==> src/rtl/btn_ctrl.sv <==
// Per-button input controller: 2-FF synchronizer, debounce and press/release pulse generation.
// Define BTN_AUTOREPEAT_EN to build the hold-to-repeat scheduler (DELAY/REPEAT states).

module d_ff (
  input  logic clk,
  input  logic rst_n,
  input  logic d,
  output logic q
);

  always_ff @(posedge clk) begin
    if (!rst_n) q <= 1'b0;
    else        q <= d;
  end

endmodule

module btn_ctrl #(
  parameter int N_BTN      = 4,
  parameter int DB_CYCLES  = 250000,
  parameter int RPT_DELAY  = 10000000,
  parameter int RPT_PERIOD = 2500000,
  parameter int CNT_W      = 24
) (
  input  logic             clk,
  input  logic             rst_n,
  input  logic [N_BTN-1:0] btn_raw,
  input  logic             en,
  output logic [N_BTN-1:0] btn_level,
  output logic [N_BTN-1:0] btn_press,
  output logic [N_BTN-1:0] btn_release
);

  localparam logic [63:0]      CNT_LIM = 64'd1 << CNT_W;
  localparam logic [CNT_W-1:0] DB_LAST = CNT_W'(DB_CYCLES - 1);

`ifdef BTN_AUTOREPEAT_EN
  localparam logic [1:0] S_IDLE   = 2'd0;
  localparam logic [1:0] S_DELAY  = 2'd1;
  localparam logic [1:0] S_REPEAT = 2'd2;

  localparam logic [CNT_W-1:0] DLY_LAST = CNT_W'(RPT_DELAY - 1);
  localparam logic [CNT_W-1:0] PER_LAST = CNT_W'(RPT_PERIOD - 1);

  localparam bit CNT_OK = (DB_CYCLES >= 1) && (RPT_DELAY >= 1) && (RPT_PERIOD >= 1) &&
                          (64'(DB_CYCLES) <= CNT_LIM) && (64'(RPT_DELAY) <= CNT_LIM) &&
                          (64'(RPT_PERIOD) <= CNT_LIM);
`else
  localparam bit CNT_OK = (DB_CYCLES >= 1) && (64'(DB_CYCLES) <= CNT_LIM);
`endif

  // A counter too narrow to reach its terminal value would never fire; flag it in simulation.
  always_ff @(posedge clk) begin
    if (!rst_n) assert (CNT_OK);
  end

  for (genvar i = 0; i < N_BTN; i++) begin : g_ch
    logic             s0;
    logic             s1;
    logic             level_q;
    logic [CNT_W-1:0] db_cnt;
    logic             mismatch;
    logic             db_done;
    logic             rise;
    logic             fall;
    logic             press_int;
    logic             press_q;
    logic             release_q;

    d_ff u_ff0 (.clk(clk), .rst_n(rst_n), .d(btn_raw[i]), .q(s0));
    d_ff u_ff1 (.clk(clk), .rst_n(rst_n), .d(s0),         .q(s1));

    assign mismatch = s1 ^ level_q;
    assign db_done  = mismatch && (db_cnt == DB_LAST);
    assign rise     = db_done & ~level_q;
    assign fall     = db_done & level_q;

    // The level only flips after DB_CYCLES consecutive mismatching samples.
    always_ff @(posedge clk) begin
      if (!rst_n) begin
        db_cnt  <= '0;
        level_q <= 1'b0;
      end else if (!mismatch) begin
        db_cnt  <= '0;
      end else if (db_done) begin
        db_cnt  <= '0;
        level_q <= ~level_q;
      end else begin
        db_cnt  <= db_cnt + CNT_W'(1);
      end
    end

`ifdef BTN_AUTOREPEAT_EN
    logic [1:0]       state;
    logic [CNT_W-1:0] rpt_cnt;
    logic             dly_hit;
    logic             per_hit;

    assign dly_hit   = (state == S_DELAY)  && (rpt_cnt == DLY_LAST);
    assign per_hit   = (state == S_REPEAT) && (rpt_cnt == PER_LAST);
    // A release landing on a repeat boundary suppresses that repeat.
    assign press_int = rise | (~fall & (dly_hit | per_hit));

    always_ff @(posedge clk) begin
      if (!rst_n) begin
        state   <= S_IDLE;
        rpt_cnt <= '0;
      end else if (fall) begin
        state   <= S_IDLE;
        rpt_cnt <= '0;
      end else begin
        case (state)
          S_IDLE: begin
            rpt_cnt <= '0;
            if (rise) state <= S_DELAY;
          end
          S_DELAY: begin
            if (dly_hit) begin
              state   <= S_REPEAT;
              rpt_cnt <= '0;
            end else begin
              rpt_cnt <= rpt_cnt + CNT_W'(1);
            end
          end
          S_REPEAT: begin
            if (per_hit) rpt_cnt <= '0;
            else         rpt_cnt <= rpt_cnt + CNT_W'(1);
          end
          default: begin
            state   <= S_IDLE;
            rpt_cnt <= '0;
          end
        endcase
      end
    end
`else
    assign press_int = rise;
`endif

    // en only masks what leaves the block; the schedule keeps running underneath.
    always_ff @(posedge clk) begin
      if (!rst_n) begin
        press_q   <= 1'b0;
        release_q <= 1'b0;
      end else begin
        press_q   <= press_int & en;
        release_q <= fall & en;
      end
    end

    assign btn_level[i]   = level_q;
    assign btn_press[i]   = press_q;
    assign btn_release[i] = release_q;
  end

endmodule

==> config.mk <==
export PLATFORM = sky130hd
export DESIGN_NAME = btn_ctrl
export DESIGN_NICKNAME = d
export VERILOG_FILES = /design/src/rtl/btn_ctrl.sv
export SDC_FILE = /design/constraint.sdc
export NUM_CORES = 1
export LEC_CHECK = 0
export ABC_AREA = 1
export CAP_MARGIN = 20
export CORE_MARGIN = 8
export CORE_UTILIZATION = 66
export DETAILED_ROUTE_END_ITERATION = 10
export PLACE_DENSITY = 0.87
export SYNTH_ARGS = -nofsm -noshare
export SYNTH_HDL_FRONTEND = slang
export SYNTH_SLANG_ARGS = --single-unit
==> constraint.sdc <==
create_clock -name clk -period 4.31 [get_ports clk]
set_input_delay 1.0775 -clock clk [delete_from_list [all_inputs] [get_ports clk]]
set_output_delay 1.0775 -clock clk [all_outputs]
set_load 0.02 [all_outputs]
==> summary.txt <==
DR iter-0 viols - 327
Async SR Flop Fraction - 0
CP Data Required Time - 3.23 ns
CTS tree - built
gr usage total - 0.2197
area occupied by multi-input gates - 3069 sq um
Area growth syn-to-layout - 12.49%
Die H - 110.5 um
largest net degree at the start of global routing - 25
# port buffers - 18
max cap viols - 0
Synth area leader - dfxtp_1
CP Launch Type - flip-flop
total via count in the routed design - 5586
status - completed
worst-case clock buffer depth - 2
critical path, cell by cell - clkdlybuf4s50_1
fin nets - 933
hold slack - 0.4145 ns
Min Clock Period, post-route - 2.704 ns
top cells by count, synth - 273 x nand2_1, 226 x nor2_1, 116 x dfxtp_1, 88 x inv_1, 48 x nand3_1
clock root buffer master - clkbuf_8
# H-tree levels - 4
post-synth top area share - 0.3937
CP Class - reg2out
CP endpoint kind - primary output
clock sink count - 116
R2R cell count - 8
RSZ-0062 raised after global routing - false
Hold Vio Cnt, Final - 0
clk_skew - 0.006943 ns
achievable frequency - 369.9 MHz
Worst slew margin - 0.6677
Setup Fix Bufs, Post-CTS - 0
hold path depth - 2
Buf/Inv on CP - 1
Seq cells post-synth - 116
P_leak - 2.060 nW
cell count along the critical path - 1
Num CTS Buffers - 17
Gate Count Post-Synth - 906
routability-driven placement congestion ratio - 0.9218
Top Ports - 19
vias per cell - 5.356
Critical Path AT - 1.63 ns
Syn Nets - 917
Resize count post-CTS - 0
Yosys warning count - 0
first-pass GRT wire length - 22.99 mm
Tightest Pin Transition - 0.4967 ns
Synth Cell Area - 5898 sq um
die area - 12220 sq um
worst-path maximum fanout - 6
Hold Buf Count CTS - 0
DRC errors left - 0
main flop type after synthesis - dfxtp_1
# rows - 34
total power - 2.509 mW
Register Area - 2322 sq um
Post-DRT Antenna Nets - 0
Worst path slowest cell - clkdlybuf4s50_1
leading post-synthesis cells by cell area - dfxtp_1 39%, nand2_1 17%, nor2_1 14%, inv_1 5.6%, nand3_1 4.1%
First-pass DRT Iterations - 5
grt ovf - 0
most common cell in the synthesized netlist - nand2_1
Worst-path clk slew - 0.06 ns
EDFF count, synth - 0
DRT Wirelength - 13.23 mm
critical path's top delay family - buffers and inverters
Synth cell types - 25
fill cell count - 664
Core Area - 8678 sq um
initial antenna violation count - 0
wire per inst - 12.69 um
layout cells sized above 1 - 0.05348
TNS Setup - 0 ns
vias in the first global route - 5336
Worst Hold Class - reg2reg
Pwr Density - 378.1 nW/um^2
insertion delay to the later sink of the worst-skew pair - 0.52 ns
period utilisation layout - 0.6273
pins over their slew limit - 0
Initial Util - 0.6796
mean area per synthesized cell - 6.510 sq um
Seq/Total Area, Yosys - 0.3937
Crit path largest cell delay - 0.67 ns
maximum VDD drop - 0.2629 mV
antenna cell count - 0
hpwl dp - 9.168 mm
chip width - 110.5 um
final count of negative-setup-slack endpoints - 0
-- per-stage QoR --
step | utilization | area [sq um] | cells | worst slack, ns
after floorplan | - | 5898 | 906 | 2.594
after global placement | 0.6956 | 6037 | 1011 | 1.573
after detailed placement | 0.6956 | 6037 | 1011 | 1.501
after CTS | 0.7646 | 6635 | 1043 | 1.595
after global routing | 0.7646 | 6635 | 1043 | 1.540
final | 0.7646 | 6635 | 1043 | 1.606
-- worst min-delay path, cell delays in order, from the launching register on --
cell	delay (ns)
dfxtp_1	0.30
nand2_1	0.05
inv_1	0.04
-- kinds of logic (layout without fill, tap and decap cells) --
family | Yosys count | count (layout) | synth area share
buffers and inverters | 109 | 138 | 0.08591
DFF | 116 | 116 | 0.3937
xor gates and xnor gates | 45 | 45 | 0.06682
adders and majority gates | 4 | 4 | 0.008486
and+or+nand+nor | 585 | 585 | 0.4035
AOI/OAI and AO/OA | 47 | 47 | 0.04158
-- power by group --
part	leakage, nW	internal [mW]	switching, mW
Sequential	0.936	1.08	0.00231
Clock	0.282	0.907	0.496
Combinational	0.842	0.00920	0.0172
-- flip-flops by register name (all words and copies together), names as in the netlist --
signal	flops
g_ch.db_cnt	96
g_ch.level_q	4
g_ch.u_ff0.q	4
g_ch.release_q	4
g_ch.press_q	4
g_ch.u_ff1.q	4
-- worst paths after layout --
kind	endpoint	startpoint	slack (ns)
setup / recovery	btn_level[2]	g_ch[2].level_q	1.61
hold reg to reg	g_ch[1].u_ff1.q	g_ch[1].u_ff0.q	0.41
setup reg to reg	g_ch[3].db_cnt[10]	g_ch[3].db_cnt[0]	2.38
hold / removal	g_ch[1].u_ff1.q	g_ch[1].u_ff0.q	0.41
-- final cells by class --
class / instances / share of cell area
clock inverters: 13 / 0.02357
well taps: 108 / 0.02037
inverters: 88 / 0.04978
clock buffers: 19 / 0.06657
repair buffers: 18 / 0.02715
flip-flops and latches: 116 / 0.3500
multi-input cells: 681 / 0.4626
-- cell usage in the layout, fill, tap and decap left out, drive strengths merged --
cell,count
a21oi,40
and2,2
bufinv,3
clkbuf,19
clkdlybuf4s50,18
clkinv,4
clkinvlp,5
dfxtp,116
ha,4
inv,89
nand2,278
nand3,50
nand3b,5
nand4,8
nor2,235
nor3,4
o21ai,3
o21bai,4
or2,3
xnor2,20
xor2,25
-- per-layer routing --
layer / vias to the layer above / routed length [um] / GRT usage / share of wire
li1: 2813 / - / - / -
met1: 2547 / 5625 / 0.2486 / 0.43
met2: 193 / 6501 / 0.3824 / 0.49
met3: 33 / 865 / 0.05898 / 0.065
met4: 0 / 239 / 0.08649 / 0.018
met5: - / 0 / 0 / 0
Note: power is estimated with default switching activity, not from simulation.
